==> src/rtl/uart_mmio_port_pkg.sv <==
// Shared definitions for the memory-mapped UART port: FSM encodings,
// status bit positions and register select values.
package uart_mmio_port_pkg;

  typedef enum logic [2:0] {
    RX_IDLE, RX_START, RX_DATA, RX_PARITY, RX_STOP
  } rx_state_t;

  typedef enum logic [2:0] {
    TX_IDLE, TX_WAIT, TX_START, TX_DATA, TX_PARITY, TX_STOP
  } tx_state_t;

  localparam int STAT_RX_AVAIL = 0;
  localparam int STAT_RX_FULL  = 1;
  localparam int STAT_TX_BUSY  = 2;
  localparam int STAT_OVR      = 3;
  localparam int STAT_FERR     = 4;
  localparam int STAT_PERR     = 5;

  localparam logic REG_DATA   = 1'b0;
  localparam logic REG_STATUS = 1'b1;

  function automatic int div_width(input int div);
    return (div > 1) ? $clog2(div) : 1;
  endfunction

endpackage

==> src/rtl/uart_mmio_port_rx_fifo.sv <==
// Receive FIFO for the UART port: combinational head, pop applied before push
// so a full FIFO can accept a byte on the same cycle it is read.
module uart_rx_fifo #(
  parameter int AW = 4
) (
  input  logic       clk,
  input  logic       rst,
  input  logic       push,
  input  logic       pop,
  input  logic [7:0] din,
  output logic [7:0] head,
  output logic       full,
  output logic       empty
);

  logic [7:0]  r_mem [2**AW];
  logic [AW:0] r_wr_ptr;
  logic [AW:0] r_rd_ptr;
  logic        w_do_pop;
  logic        w_do_push;

  assign empty     = (r_wr_ptr == r_rd_ptr);
  assign full      = (r_wr_ptr[AW] != r_rd_ptr[AW]) &&
                     (r_wr_ptr[AW-1:0] == r_rd_ptr[AW-1:0]);
  assign w_do_pop  = pop & ~empty;
  assign w_do_push = push & (~full | w_do_pop);
  assign head      = r_mem[r_rd_ptr[AW-1:0]];

  always_ff @(posedge clk) begin
    if (w_do_push) r_mem[r_wr_ptr[AW-1:0]] <= din;
  end

  always_ff @(posedge clk or posedge rst) begin
    if (rst) begin
      r_wr_ptr <= '0;
      r_rd_ptr <= '0;
    end else begin
      if (w_do_push) r_wr_ptr <= r_wr_ptr + 1'b1;
      if (w_do_pop)  r_rd_ptr <= r_rd_ptr + 1'b1;
    end
  end

endmodule

==> src/rtl/uart_mmio_port.sv <==
// Memory-mapped UART: 16x-oversampled RX into a FIFO, TX shift register, status byte.
// Define UART_PARITY_EN for 8E1 frames; otherwise frames are 8N1 and PERR reads 0.
module uart_mmio_port
  import uart_mmio_port_pkg::*;
#(
  parameter int CLK_FREQ = 50000000,
  parameter int BAUD     = 115200,
  parameter int FIFO_AW  = 4
) (
  input  logic       clk,
  input  logic       rst,
  input  logic       rx,
  output logic       tx,
  input  logic       rd,
  input  logic       wr,
  input  logic       s_mmio,
  input  logic       s_io,
  input  logic [7:0] data_in,
  output logic [7:0] data_out
);

  localparam int DIV   = CLK_FREQ / (BAUD * 16);
  localparam int DIV_W = div_width(DIV);
  localparam logic [DIV_W-1:0] DIV_LAST = DIV_W'(DIV - 1);

  logic [DIV_W-1:0] r_div_cnt;
  logic r_rx_s1, r_rx_s2, r_rd_q, r_wr_q, r_tx, r_ovr, r_ferr;
  rx_state_t r_rx_state, w_rx_state_next;
  logic [3:0] r_rx_cnt, w_rx_cnt_next;
  logic [2:0] r_rx_bits, w_rx_bits_next;
  logic [7:0] r_rx_shift, w_rx_shift_next;
  tx_state_t r_tx_state, w_tx_state_next;
  logic [3:0] r_tx_cnt, w_tx_cnt_next;
  logic [2:0] r_tx_bits, w_tx_bits_next;
  logic [7:0] r_tx_shift, w_tx_shift_next;
  logic w_tx_next, w_tick, w_rd_edge, w_wr_edge, w_pop, w_stat_clr;
  logic w_push, w_ferr_set, w_full, w_empty, w_tx_busy, w_perr;
  logic [7:0] w_head, w_status;
`ifdef UART_PARITY_EN
  logic r_perr, r_tx_par, w_tx_par_next, w_perr_set;
  assign w_perr = r_perr;
`else
  assign w_perr = 1'b0;
`endif

  assign w_tick     = (r_div_cnt == DIV_LAST);
  assign w_rd_edge  = rd & ~r_rd_q & s_mmio;
  assign w_wr_edge  = wr & ~r_wr_q & s_mmio;
  assign w_pop      = w_rd_edge & (s_io == REG_DATA);
  assign w_stat_clr = w_rd_edge & (s_io == REG_STATUS);
  assign w_tx_busy  = (r_tx_state != TX_IDLE);
  assign tx         = r_tx;

  uart_rx_fifo #(.AW(FIFO_AW)) u_fifo (
    .clk(clk), .rst(rst), .push(w_push), .pop(w_pop), .din(r_rx_shift),
    .head(w_head), .full(w_full), .empty(w_empty)
  );

  always_comb begin
    w_rx_state_next = r_rx_state;
    w_rx_cnt_next   = r_rx_cnt;
    w_rx_bits_next  = r_rx_bits;
    w_rx_shift_next = r_rx_shift;
    w_push          = 1'b0;
    w_ferr_set      = 1'b0;
`ifdef UART_PARITY_EN
    w_perr_set      = 1'b0;
`endif
    case (r_rx_state)
      RX_IDLE: if (!r_rx_s2) begin
        w_rx_state_next = RX_START;
        w_rx_cnt_next   = 4'd0;
      end
      RX_START: if (w_tick) begin
        w_rx_cnt_next = r_rx_cnt + 4'd1;
        if (r_rx_cnt == 4'd7) begin
          w_rx_cnt_next   = 4'd0;
          w_rx_bits_next  = 3'd0;
          w_rx_state_next = r_rx_s2 ? RX_IDLE : RX_DATA;
        end
      end
      RX_DATA: if (w_tick) begin
        w_rx_cnt_next = r_rx_cnt + 4'd1;
        if (r_rx_cnt == 4'd15) begin
          w_rx_shift_next = {r_rx_s2, r_rx_shift[7:1]};
          w_rx_bits_next  = r_rx_bits + 3'd1;
`ifdef UART_PARITY_EN
          if (r_rx_bits == 3'd7) w_rx_state_next = RX_PARITY;
`else
          if (r_rx_bits == 3'd7) w_rx_state_next = RX_STOP;
`endif
        end
      end
`ifdef UART_PARITY_EN
      RX_PARITY: if (w_tick) begin
        w_rx_cnt_next = r_rx_cnt + 4'd1;
        if (r_rx_cnt == 4'd15) begin
          w_perr_set      = r_rx_s2 ^ (^r_rx_shift);
          w_rx_state_next = RX_STOP;
        end
      end
`endif
      RX_STOP: if (w_tick) begin
        w_rx_cnt_next = r_rx_cnt + 4'd1;
        if (r_rx_cnt == 4'd15) begin
          w_push          = r_rx_s2;
          w_ferr_set      = ~r_rx_s2;
          w_rx_state_next = RX_IDLE;
        end
      end
      default: w_rx_state_next = RX_IDLE;
    endcase
  end

  always_comb begin
    w_tx_state_next = r_tx_state;
    w_tx_cnt_next   = r_tx_cnt;
    w_tx_bits_next  = r_tx_bits;
    w_tx_shift_next = r_tx_shift;
    w_tx_next       = r_tx;
`ifdef UART_PARITY_EN
    w_tx_par_next   = r_tx_par;
`endif
    case (r_tx_state)
      TX_IDLE: if (w_wr_edge && s_io == REG_DATA) begin
        w_tx_shift_next = data_in;
        w_tx_state_next = TX_WAIT;
`ifdef UART_PARITY_EN
        w_tx_par_next   = ^data_in;
`endif
      end
      TX_WAIT: if (w_tick) begin
        w_tx_state_next = TX_START;
        w_tx_cnt_next   = 4'd0;
        w_tx_next       = 1'b0;
      end
      TX_START: if (w_tick) begin
        w_tx_cnt_next = r_tx_cnt + 4'd1;
        if (r_tx_cnt == 4'd15) begin
          w_tx_state_next = TX_DATA;
          w_tx_bits_next  = 3'd0;
          w_tx_next       = r_tx_shift[0];
        end
      end
      TX_DATA: if (w_tick) begin
        w_tx_cnt_next = r_tx_cnt + 4'd1;
        if (r_tx_cnt == 4'd15) begin
          if (r_tx_bits == 3'd7) begin
`ifdef UART_PARITY_EN
            w_tx_state_next = TX_PARITY;
            w_tx_next       = r_tx_par;
`else
            w_tx_state_next = TX_STOP;
            w_tx_next       = 1'b1;
`endif
          end else begin
            w_tx_bits_next  = r_tx_bits + 3'd1;
            w_tx_shift_next = r_tx_shift >> 1;
            w_tx_next       = r_tx_shift[1];
          end
        end
      end
      TX_PARITY: if (w_tick) begin
        w_tx_cnt_next = r_tx_cnt + 4'd1;
        if (r_tx_cnt == 4'd15) begin
          w_tx_state_next = TX_STOP;
          w_tx_next       = 1'b1;
        end
      end
      TX_STOP: if (w_tick) begin
        w_tx_cnt_next = r_tx_cnt + 4'd1;
        if (r_tx_cnt == 4'd15) w_tx_state_next = TX_IDLE;
      end
      default: w_tx_state_next = TX_IDLE;
    endcase
  end

  always_ff @(posedge clk or posedge rst) begin
    if (rst) begin
      r_div_cnt  <= '0;
      r_rx_s1    <= 1'b1;
      r_rx_s2    <= 1'b1;
      r_rd_q     <= 1'b0;
      r_wr_q     <= 1'b0;
      r_rx_state <= RX_IDLE;
      r_rx_cnt   <= '0;
      r_rx_bits  <= '0;
      r_rx_shift <= '0;
      r_tx_state <= TX_IDLE;
      r_tx_cnt   <= '0;
      r_tx_bits  <= '0;
      r_tx_shift <= '0;
      r_tx       <= 1'b1;
      r_ovr      <= 1'b0;
      r_ferr     <= 1'b0;
`ifdef UART_PARITY_EN
      r_perr     <= 1'b0;
      r_tx_par   <= 1'b0;
`endif
    end else begin
      r_div_cnt  <= w_tick ? '0 : r_div_cnt + 1'b1;
      r_rx_s1    <= rx;
      r_rx_s2    <= r_rx_s1;
      r_rd_q     <= rd;
      r_wr_q     <= wr;
      r_rx_state <= w_rx_state_next;
      r_rx_cnt   <= w_rx_cnt_next;
      r_rx_bits  <= w_rx_bits_next;
      r_rx_shift <= w_rx_shift_next;
      r_tx_state <= w_tx_state_next;
      r_tx_cnt   <= w_tx_cnt_next;
      r_tx_bits  <= w_tx_bits_next;
      r_tx_shift <= w_tx_shift_next;
      r_tx       <= w_tx_next;
      // A sticky flag set on the same cycle as a STATUS read survives the read.
      r_ovr      <= (w_push & w_full & ~w_pop) | (r_ovr & ~w_stat_clr);
      r_ferr     <= w_ferr_set | (r_ferr & ~w_stat_clr);
`ifdef UART_PARITY_EN
      r_perr     <= w_perr_set | (r_perr & ~w_stat_clr);
      r_tx_par   <= w_tx_par_next;
`endif
    end
  end

  always_comb begin
    w_status                = 8'h00;
    w_status[STAT_RX_AVAIL] = ~w_empty;
    w_status[STAT_RX_FULL]  = w_full;
    w_status[STAT_TX_BUSY]  = w_tx_busy;
    w_status[STAT_OVR]      = r_ovr;
    w_status[STAT_FERR]     = r_ferr;
    w_status[STAT_PERR]     = w_perr;
  end

  assign data_out = (s_io == REG_STATUS) ? w_status : (w_empty ? 8'h00 : w_head);

endmodule

==> config.mk <==
export PLATFORM = sky130hd
export DESIGN_NAME = uart_mmio_port
export DESIGN_NICKNAME = d
export VERILOG_FILES = /design/src/rtl/uart_mmio_port_pkg.sv /design/src/rtl/uart_mmio_port_rx_fifo.sv /design/src/rtl/uart_mmio_port.sv
export SDC_FILE = /design/constraint.sdc
export NUM_CORES = 1
export LEC_CHECK = 0
export CAP_MARGIN = 20
export CORE_UTILIZATION = 51
export CTS_CLUSTER_DIAMETER = 200
export DETAILED_ROUTE_END_ITERATION = 8
export PLACE_DENSITY = 0.69
export SYNTH_ARGS = -nofsm -noshare
export SYNTH_HDL_FRONTEND = slang
export SYNTH_HIERARCHICAL = 1
export SYNTH_SLANG_ARGS = --single-unit
==> constraint.sdc <==
create_clock -name clk -period 3.59 [get_ports clk]
set_clock_uncertainty 0.1 [all_clocks]
set_input_delay 0.359 -clock clk [delete_from_list [all_inputs] [get_ports clk]]
set_output_delay 0.359 -clock clk [all_outputs]
set_load 0.01 [all_outputs]
==> impl_results.md <==
* Status: finished clean
* VDD IR-drop max at ~0.36 mV
* P_leak at 0.003719 uW
* Metal2 WL at just over 7 mm
* Clk sinks at approximately 190
* Clock Root Buffer: clkbuf_16
* Die width at 127.8 um
* Post-route cell area at between 9000 and 10,000 sq um
* H-tree Lvls at 4
* Async S/R FF share, synth at 0.3118
* Max FO, Critical Path at 25
* Worst setup path startpoint: u_fifo/r_rd_ptr[0]$_DFFE_PP0P_
* Worst Path Arrival at 2.91 ns
* Post-synth EDFFs at around 130
* Core Region at 15,310 sq um
* Tot GR Track Use at 0.1998
* Nature of the critical path startpoint: flip-flop
* Share of cells above drive strength 1 at 0.1821
* Placed inst area at around 8500 sq um
* R2R cell count at 4
* Worst slew pin tran at 0.9968 ns
* Syn_nets at 549
* Highest routed layer: met4
* Final hold violations at 0
* #FFs+latches synth at 186
* MaxCap Viol Count at 0
* Detailed Place HPWL at 10.10 mm
* Post-CTS Setup Bufs at 0
* Clk Latency, worst-skew pair at 0.43 ns
* Setup TNS Final at 0 ns
* Vias per std cell at 5.794
* Count of input and output buffers at 23
* WL met1 at 6.885 mm
* Final period utilization at 0.9392
* Crit path kind: reg2out
* Reg2Reg Launch Point: r_rx_state[2]$_DFFE_PP0P_
* Nets at 577
* Max Slew Vio Count at 0
* RSZ-0062 raised after global routing: false
* Synth Warn # at 6
* Clock period minus worst slack at between 3 and 4 ns
* Largest net degree at the start of global routing at 49
* Setup crit end: data_out[0]
* Cells after synthesis at 519
* Initial antenna violation count at 0
* Gr ovfl total at 0
* FF-to-FF End: u_fifo/r_mem[12][3]$_DFFE_PP_
* Min-delay worst type: in2async
* Max Clock Freq at 0.2966 GHz
* Routed WL at 14.98 mm
* CTS buffer count at 17
* Average size of a mapped cell at 15.55 sq um
* Register area share after synthesis at 0.6567
* Final weighted congestion in routability-driven placement at 0.8068
* Die Y-Extent at 127.8 um
* Worst-path clk slew at 0.06 ns
* First-pass GRT wire length at 24.03 mm
* CP Capture Type: output port
* First-pass iteration count of the detailed router at 5
* Routed length per placed instance at 19.43 um
* CTS max path bufs at 2
* Vias in the first global route at 4,520
* FP Rows at 45
* Netlist cell types at 67
* CTS-repair resized insts at 0
* Relative slew slack at 0.3355
* Final setup vio count at 0
* Power Density at 529.0 nW/um^2
* Layout area overhead at 13.63%
* Mapped Area at 8069 sq um
* Iter 0 DRT Violations at between 300 and 400
* Reg2reg setup slack at 0.61 ns
* Starting Density at 0.5269
* TritonCTS clock tree: yes
* Routed length on met3 at 475 um
* DRT antenna net count at 0
* Top_reg_cell synth: edfxtp_1
* # DRC at 0
* Die area at 16,330 sq um
* Via count at 4,467
* # diodes at 0
* Hold buffers post-CTS at 0
* Io pins at 24
* Worst EP required at 3.13 ns
-- through the flow --
step	total power, uW	hold WS [ns]	utilization	worst slack, ns	std cells
after global placement	2899	0.2460	0.5557	0.6393	738
final	4851	0.1636	0.5987	0.2181	771
after floorplan	2775	0.09918	-	0.9332	519
after global routing	5014	0.1846	0.5987	0.05178	771
after CTS	4900	0.1829	0.5974	0.1644	770
after detailed placement	2916	0.2500	0.5557	0.6286	738
-- cell type report --
cell class	count	area, sq um
Clock buffer	21	460.4
Fill cell	1181	6146
Tap cell	211	264.0
Clock inverter	11	177.7
Timing Repair Buffer	36	340.3
Inverter	12	45.04
Multi-Input combinational cell	294	2581
Sequential cell	186	5300
-- critical path: stages, from the launching register on --
cell,delay [ns]
dfrtp_2,0.38
buf_4,0.43
mux4_2,0.56
a22oi_1,0.30
nand2_1,0.12
nor2_1,0.11
nor2_1,0.08
clkdlybuf4s50_1,0.49
-- state kept, by name, indices dropped and copies added, names as in the netlist, 4 cells and up --
register         cells
u_fifo/r_mem       128
r_rx_shift           8
r_tx_shift           8
r_div_cnt            5
u_fifo/r_rd_ptr      5
u_fifo/r_wr_ptr      5
r_rx_cnt             4
r_tx_cnt             4
-- placed cells by master, fill, tap and decap left out, drive strengths merged, types with 4 or more instances in the layout --
cell           instances
edfxtp               128
dfrtp                 55
nand2                 37
mux4                  32
o21ai                 25
clkdlybuf4s50         23
clkbuf                21
inv                   18
and3                  17
nor2                  16
a22oi                 16
ha                    15
nand3                 14
xnor2                 13
buf                   13
mux2                  12
nor2b                  9
a22o                   8
mux2i                  8
and2                   6
a21oi                  5
nand2b                 5
nor3b                  5
nor3                   5
nand4                  5
bufinv                 4
-- synthesized netlist by cell type, types with 4 or more instances --
cell type | number | area share
a21oi_1 | 5 | 0.0031
a22o_1 | 8 | 0.0087
a22oi_1 | 16 | 0.015
and2_1 | 6 | 0.0047
and3_1 | 17 | 0.013
buf_2 | 10 | 0.0062
buf_4 | 4 | 0.0037
clkbuf_1 | 10 | 0.0047
dfrtp_1 | 55 | 0.17
edfxtp_1 | 128 | 0.48
ha_1 | 15 | 0.023
inv_1 | 12 | 0.0056
mux2_2 | 9 | 0.013
mux2i_1 | 8 | 0.0099
mux4_2 | 32 | 0.089
nand2_1 | 37 | 0.017
nand2b_1 | 5 | 0.0039
nand3_1 | 14 | 0.0087
nand4_1 | 4 | 0.0031
nor2_1 | 16 | 0.0074
nor2b_1 | 9 | 0.0070
nor3_1 | 4 | 0.0025
nor3b_1 | 4 | 0.0037
o21ai_0 | 24 | 0.015
xnor2_1 | 12 | 0.013
-- worst min-delay path by stage --
| stage | from | end |
|---|---|---|
| global route | rst | r_tx_shift[7]$_DFFE_PP0P_ |
| detailed placement | r_rx_s1$_DFF_PP1_ | r_rx_s2$_DFF_PP1_ |
| CTS | rst | u_fifo/r_rd_ptr[4]$_DFFE_PP0P_ |
| floorplan | rst | u_fifo/r_rd_ptr[0]$_DFFE_PP0P_ |
| finish | rst | r_tx_shift[7]$_DFFE_PP0P_ |
| global placement | r_rx_s1$_DFF_PP1_ | r_rx_s2$_DFF_PP1_ |
-- cell families (layout without fill, tap and decap cells) --
family	count (synthesis)	count (layout)	share of synthesized area
XOR/XNOR	15	15	0.01721
multiplexers	52	52	0.1165
AO/OA/AOI/OAI	77	77	0.07040
adder cells (fa/ha/maj)	15	15	0.02326
AND/OR/NAND/NOR	135	135	0.09257
buffers and inverters	39	80	0.02341
flip-flops	186	186	0.6567
-- routing by layer --
metal	GRT usage	vias up
met1	0.2712	2293
li1	-	2061
met5	0	-
met3	0.04174	28
met2	0.3152	85
met4	0.08581	0
-- power breakdown --
group | switching [uW] | internal [uW] | total [uW]
clock | 780 | 1220 | 2000
sequential | 25.9 | 2290 | 2320
combinational | 304 | 230 | 534
No activity file was read; power rests on OpenSTA's default activity.
